===== src/rtl/fetch_unit_if.sv =====
// fetch_unit_if: bundles the fetch stage's memory bus, its decode-side
// valid/ready output and the redirect input.
//   master modport : fetch_unit side (drives bus_addr/we/wdata and the out_* beat)
//   slave modport  : environment side (memory + decode)
// Signals:
//   bus_addr/bus_we/bus_wdata : read address and (unused) write controls
//   bus_rdata                 : memory read data, one cycle after the address
//   out_valid/out_ready       : instruction handshake to decode
//   out_instr/out_pc          : head instruction and the address it came from
//   redir_valid/redir_pc      : single-cycle redirect request and target
interface fetch_unit_if #(
   parameter int ADDR_W = 8,
   parameter int DATA_W = 32
);
   logic [ADDR_W-1:0] bus_addr;
   logic              bus_we;
   logic [DATA_W-1:0] bus_wdata;
   logic [DATA_W-1:0] bus_rdata;
   logic              out_valid;
   logic              out_ready;
   logic [DATA_W-1:0] out_instr;
   logic [ADDR_W-1:0] out_pc;
   logic              redir_valid;
   logic [ADDR_W-1:0] redir_pc;

   modport master (
      output bus_addr, bus_we, bus_wdata, out_valid, out_instr, out_pc,
      input  bus_rdata, out_ready, redir_valid, redir_pc
   );

   modport slave (
      input  bus_addr, bus_we, bus_wdata, out_valid, out_instr, out_pc,
      output bus_rdata, out_ready, redir_valid, redir_pc
   );
endinterface


===== src/rtl/fetch_unit.sv =====
// fetch_unit: instruction fetch stage. Walks a word PC over a single-port
// synchronous memory (one-cycle read latency), buffers returned words in a
// DEPTH-entry FIFO and hands them to decode over valid/ready. A redirect
// flushes the FIFO, drops the in-flight read and restarts at redir_pc.
// Ports:
//   clk          : clock, rising edge
//   rst          : asynchronous active-low reset
//   bus          : fetch_unit_if.master (memory bus, decode handshake, redirect)
//   perf_bubbles : only when FETCH_PERF_CNT_EN is defined; saturating count of
//                  cycles where decode was ready but no instruction was valid
// Build option: define FETCH_PERF_CNT_EN to add the perf_bubbles counter.
module fetch_unit #(
   parameter int                ADDR_W   = 8,
   parameter int                DATA_W   = 32,
   parameter int                DEPTH    = 2,
   parameter logic [ADDR_W-1:0] RESET_PC = '0
) (
   input  logic         clk,
   input  logic         rst,
   fetch_unit_if.master bus
`ifdef FETCH_PERF_CNT_EN
   ,
   output logic [31:0]  perf_bubbles
`endif
);
   localparam int PTR_W = $clog2(DEPTH);
   localparam int CNT_W = PTR_W + 1;

   logic [ADDR_W-1:0] pc_q;
   logic [ADDR_W-1:0] reqpc_q;
   logic              req_q;

   logic [DATA_W-1:0] instr_q [DEPTH];
   logic [ADDR_W-1:0] ipc_q   [DEPTH];
   logic [PTR_W-1:0]  wr_ptr;
   logic [PTR_W-1:0]  rd_ptr;
   logic [CNT_W-1:0]  count;

   logic              pop;
   logic              push;
   logic              issue;
   logic [CNT_W:0]    credit;

   assign pop  = bus.out_valid & bus.out_ready & ~bus.redir_valid;
   assign push = req_q & ~bus.redir_valid;

   // Slots already committed (buffered + in flight) after this cycle's pop.
   // A new read is issued only if its data is guaranteed a free slot, so the
   // push side never needs back-pressure.
   assign credit = {1'b0, count} + (CNT_W+1)'(req_q) - (CNT_W+1)'(pop);
   assign issue  = ~bus.redir_valid & (credit < (CNT_W+1)'(DEPTH));

   assign bus.bus_addr  = pc_q;
   assign bus.bus_we    = 1'b0;
   assign bus.bus_wdata = '0;

   assign bus.out_valid = (count != '0);
   assign bus.out_instr = instr_q[rd_ptr];
   assign bus.out_pc    = ipc_q[rd_ptr];

   always_ff @(posedge clk or negedge rst) begin
      if (!rst) begin
         pc_q    <= RESET_PC;
         reqpc_q <= '0;
         req_q   <= 1'b0;
      end else if (bus.redir_valid) begin
         pc_q  <= bus.redir_pc;
         req_q <= 1'b0;
      end else if (issue) begin
         req_q   <= 1'b1;
         reqpc_q <= pc_q;
         pc_q    <= pc_q + ADDR_W'(1);
      end else begin
         req_q <= 1'b0;
      end
   end

   always_ff @(posedge clk or negedge rst) begin
      if (!rst) begin
         wr_ptr <= '0;
         rd_ptr <= '0;
         count  <= '0;
         for (int i = 0; i < DEPTH; i++) begin
            instr_q[i] <= '0;
            ipc_q[i]   <= '0;
         end
      end else if (bus.redir_valid) begin
         wr_ptr <= '0;
         rd_ptr <= '0;
         count  <= '0;
      end else begin
         if (push) begin
            instr_q[wr_ptr] <= bus.bus_rdata;
            ipc_q[wr_ptr]   <= reqpc_q;
            wr_ptr          <= wr_ptr + PTR_W'(1);
         end
         if (pop) begin
            rd_ptr <= rd_ptr + PTR_W'(1);
         end
         if (push && !pop) begin
            count <= count + CNT_W'(1);
         end else if (!push && pop) begin
            count <= count - CNT_W'(1);
         end
      end
   end

`ifdef FETCH_PERF_CNT_EN
   always_ff @(posedge clk or negedge rst) begin
      if (!rst) begin
         perf_bubbles <= '0;
      end else if (bus.out_ready && !bus.out_valid && (perf_bubbles != '1)) begin
         perf_bubbles <= perf_bubbles + 32'd1;
      end
   end
`endif
endmodule


===== src/flat_wrapper.sv =====
// flat-port wrapper written by rule: the top's interface ports become plain ports
module fetch_unit_flat 
#(
   parameter int                ADDR_W   = 8,
   parameter int                DATA_W   = 32,
   parameter int                DEPTH    = 2,
   parameter logic [ADDR_W-1:0] RESET_PC = '0
)
  (clk, rst, bus_bus_addr, bus_bus_we, bus_bus_wdata, bus_out_valid, bus_out_instr, bus_out_pc, bus_bus_rdata, bus_out_ready, bus_redir_valid, bus_redir_pc);
  fetch_unit_if #(.ADDR_W(ADDR_W), .DATA_W(DATA_W)) bus_i ();
  input  logic clk;
  input  logic rst;
  output wire logic [$bits(bus_i.bus_addr)-1:0] bus_bus_addr;
  output wire logic [$bits(bus_i.bus_we)-1:0] bus_bus_we;
  output wire logic [$bits(bus_i.bus_wdata)-1:0] bus_bus_wdata;
  output wire logic [$bits(bus_i.out_valid)-1:0] bus_out_valid;
  output wire logic [$bits(bus_i.out_instr)-1:0] bus_out_instr;
  output wire logic [$bits(bus_i.out_pc)-1:0] bus_out_pc;
  input wire logic [$bits(bus_i.bus_rdata)-1:0] bus_bus_rdata;
  input wire logic [$bits(bus_i.out_ready)-1:0] bus_out_ready;
  input wire logic [$bits(bus_i.redir_valid)-1:0] bus_redir_valid;
  input wire logic [$bits(bus_i.redir_pc)-1:0] bus_redir_pc;
  assign bus_bus_addr = bus_i.bus_addr;
  assign bus_bus_we = bus_i.bus_we;
  assign bus_bus_wdata = bus_i.bus_wdata;
  assign bus_out_valid = bus_i.out_valid;
  assign bus_out_instr = bus_i.out_instr;
  assign bus_out_pc = bus_i.out_pc;
  assign bus_i.bus_rdata = bus_bus_rdata;
  assign bus_i.out_ready = bus_out_ready;
  assign bus_i.redir_valid = bus_redir_valid;
  assign bus_i.redir_pc = bus_redir_pc;
  fetch_unit #(.ADDR_W(ADDR_W), .DATA_W(DATA_W), .DEPTH(DEPTH), .RESET_PC(RESET_PC)) u_core (.clk(clk), .rst(rst), .bus(bus_i));
endmodule

===== config.mk =====
export PLATFORM = sky130hd
export DESIGN_NAME = fetch_unit_flat
export DESIGN_NICKNAME = d
export VERILOG_FILES = /design/src/rtl/fetch_unit_if.sv /design/src/rtl/fetch_unit.sv /design/src/flat_wrapper.sv
export SDC_FILE = /design/constraint.sdc
export NUM_CORES = 1
export LEC_CHECK = 0
export ABC_CLOCK_PERIOD_IN_PS = 5580
export BUFFER_PORTS_ARGS = -buffer_cell sky130_fd_sc_hd__buf_2
export CORE_MARGIN = 2
export CORE_UTILIZATION = 57
export DETAILED_ROUTE_END_ITERATION = 12
export PLACE_DENSITY = 0.95
export SYNTH_ARGS = -nofsm -noshare
export SYNTH_HDL_FRONTEND = slang
export SYNTH_SLANG_ARGS = --single-unit

===== constraint.sdc =====
create_clock -name clk -period 5.58 [get_ports clk]
set_input_delay 0.558 -clock clk [delete_from_list [all_inputs] [get_ports clk]]
set_output_delay 0.558 -clock clk [all_outputs]
set_load 0.02 [all_outputs]

==> impl_metrics.toml <==
[clock_network]
htreeDepth = 3
cts_tree = "built"
clockRootBuffer = "clkbuf_8"
clock_latency_ps = 350
clk_path_buf_depth = 2
numCtsBuffers = 9
hold_buffers = 0
postCtsSetupBuffers = 0
cts.sinks = 101
clk_pin_slew_ps = 100
cts_resized = 0

[final_layout]
area_growth_syn_to_layout_pct = 12.24
finalInstanceArea_mm2 = 0.005426
antenna_cells = 0
drive_above_1_share_pct = 42.86
fin_nets = 492
final_util_pct = 66.04

[setup_path]
crit_arrival_ps = 3170
critPathRequiredTime_ps = 5840
reg2regPathDepth = 8
startpoint = "u_core.count[1]"
start_kind = "register"
r2r_end = "u_core.bus.bus_addr[6]"
reg2reg_from = "u_core.count[1]"
critPathMaxFanout = 9
r2r_slack_ps = 2670
endpoint_kind = "register"
path_class = "reg -> reg"

[timing]
timing.hold.ws_ps = 189.8
worst_slack_ps = 2672
clock-skew-final_ps = 12.91
hold_violations = 0
tns_ps = 0
fmax_mhz = 343.8
period_share_pct = 52.12
setup_viol = 0
max-slew-margin-rel_pct = 27.70
grt_setup_unrepaired = "false"
worstMarginPinSlew_ps = 1083
finalCriticalPeriod_ps = 2908
drv_slew = 0

[placement]
routabilityCongestion = 0.8235
portBuffers = 92
placed_area_mm2 = 0.005224
pre_cts_ws_ps = 2615
dp_hpwl_mm = 6.117

[die]
core_area_mm2 = 0.008217
rows = 33
dieWidth_um = 96.10
ios = 126
die_y_um = 96.10
floorplan.initialDensity_pct = 58.84
die_area_mm2 = 0.009234

[synth]
synth_edf_count = 0
synth_commonest_cells = "dfrtp_1 (101), mux2_2 (77), mux2_1 (51), buf_4 (33), buf_2 (15)"
async_reset_ff_share_pct = 100.0
synth_warnings = 0
synth.area.top_cells = "dfrtp_1 (52%), mux2_2 (18%), mux2_1 (12%), buf_4 (5.1%), buf_2 (1.6%)"
ys_seq_elements = 101
yosysSeqAreaShare_pct = 52.28
synth_area_mm2 = 0.004835
synth_top_area_cell = "dfrtp_1"
synth_top_area_share_pct = 52.28
synth_cells = 360
ys.flop_type = "dfrtp_1"
yosysMostFrequentCell = "dfrtp_1"
synth_area_per_cell_um2 = 13.43
yosysUniqueCellTypes = 40

[global_route]
grt_pass1_wl_mm = 14.14
grt_max_degree = 56
overflow = 0
grt_antenna_before_repair = 0
grtUsageTotal_pct = 19.89
grt_pass1_vias = 3085

[routing]
drt_iter0_markers = 71
wl_mm = 8.888
vias = 2991
wire_per_inst_um = 16.07
drcViolationCount = 0
drt-vias-per-instance = 5.409
ant_nets = 0
first_pass_iters = 4

[run]
max_cap_violations = 0

[pwr]
vdd_drop_max_v = 0.0002315
p_leak_nw = 2.485
powerDensity_mw_per_mm2 = 482.4

[min_path]
min_path_type = "in -> async"

[status]
status = "completed"
[critical path, cell delays in order, from the launching register on]
cell	delay [ps]
dfrtp_1	510
o21ai_0	310
nor2_1	80
ha_1	270
nand2b_1	160
fa_1	650
nand3_1	170
or4_1	500
a31oi_1	190
[worst max-delay path by stage]
| stage | depth (start not counted) | slack [ps] | to |
|---|---|---|---|
| global placement | 8 | 2700 | u_core.bus.bus_addr[2] |
| CTS | 8 | 2690 | u_core.bus.bus_addr[6] |
| finish | 8 | 2670 | u_core.bus.bus_addr[6] |
| detailed placement | 8 | 2620 | u_core.bus.bus_addr[6] |
| global route | 8 | 2490 | u_core.bus.bus_addr[6] |
| floorplan | 10 | 2690 | u_core.bus.bus_addr[6] |
[sequential cells by signal, summed over array words and instances (netlist names)]
register             cells
u_core.req_q             1
u_core.ipc_q            16
u_core.reqpc_q           8
u_core.instr_q          64
u_core.count             2
u_core.wr_ptr            1
u_core.rd_ptr            1
u_core.bus.bus_addr      8
[cell usage in the layout, fill, tap and decap left out, types with 3 or more instances in the layout]
cell        n
conb_1     33
a31oi_1     3
dfrtp_1   100
nor2b_1     3
inv_1       3
o21ai_0     6
buf_4       3
mux2_1     51
nand4_1     5
buf_2      91
nand3_1     9
mux2_2     77
or4_1       4
clkbuf_8    9
nor2_1      8
[report_power, final]
| part | switching [W] | internal, W |
|---|---|---|
| logic | 0.000465 | 0.000446 |
| clock network | 0.000237 | 0.000248 |
| registers | 0.000185 | 0.00104 |
| total | 0.000887 | 0.00173 |
[metrics by stage]
stage | cells | power, W
2_1_floorplan | 392 | 0.001875
3_3_place_gp | 539 | 0.002087
3_5_place_dp | 539 | 0.002162
4_1_cts | 553 | 0.002645
5_1_grt | 553 | 0.002780
6_report | 553 | 0.002618
[cells by family (layout without fill, tap and decap cells)]
group,after synthesis,after routing,share of synthesized area [%]
buf+inv,57,113,7.686
other cells,1,33,0.07757
compound gates,20,20,2.692
mux,128,128,29.81
xor+xnor,4,4,0.8801
flops,101,101,52.28
simple gates,46,46,5.642
fa+ha+maj,3,3,0.9316
[area by class of cell]
type | instances | area, um^2
fill | 640 | 2790
clock inverter | 4 | 75.07
tap | 105 | 131.4
multi-input combinational | 234 | 2067
sequential | 101 | 2529
inverter | 5 | 18.77
clock buffer | 10 | 127.6
timing repair buffer | 94 | 478.0
[metal layers]
metal	global-route usage (%)	routed length [um]	vias to the layer above
met2	35.13	4617	81
met4	6.310	107	0
met3	3.759	436	6
met1	24.57	3726	1514
li1	-	-	1390
met5	0	0	-
(Power assumes the default switching activity.)
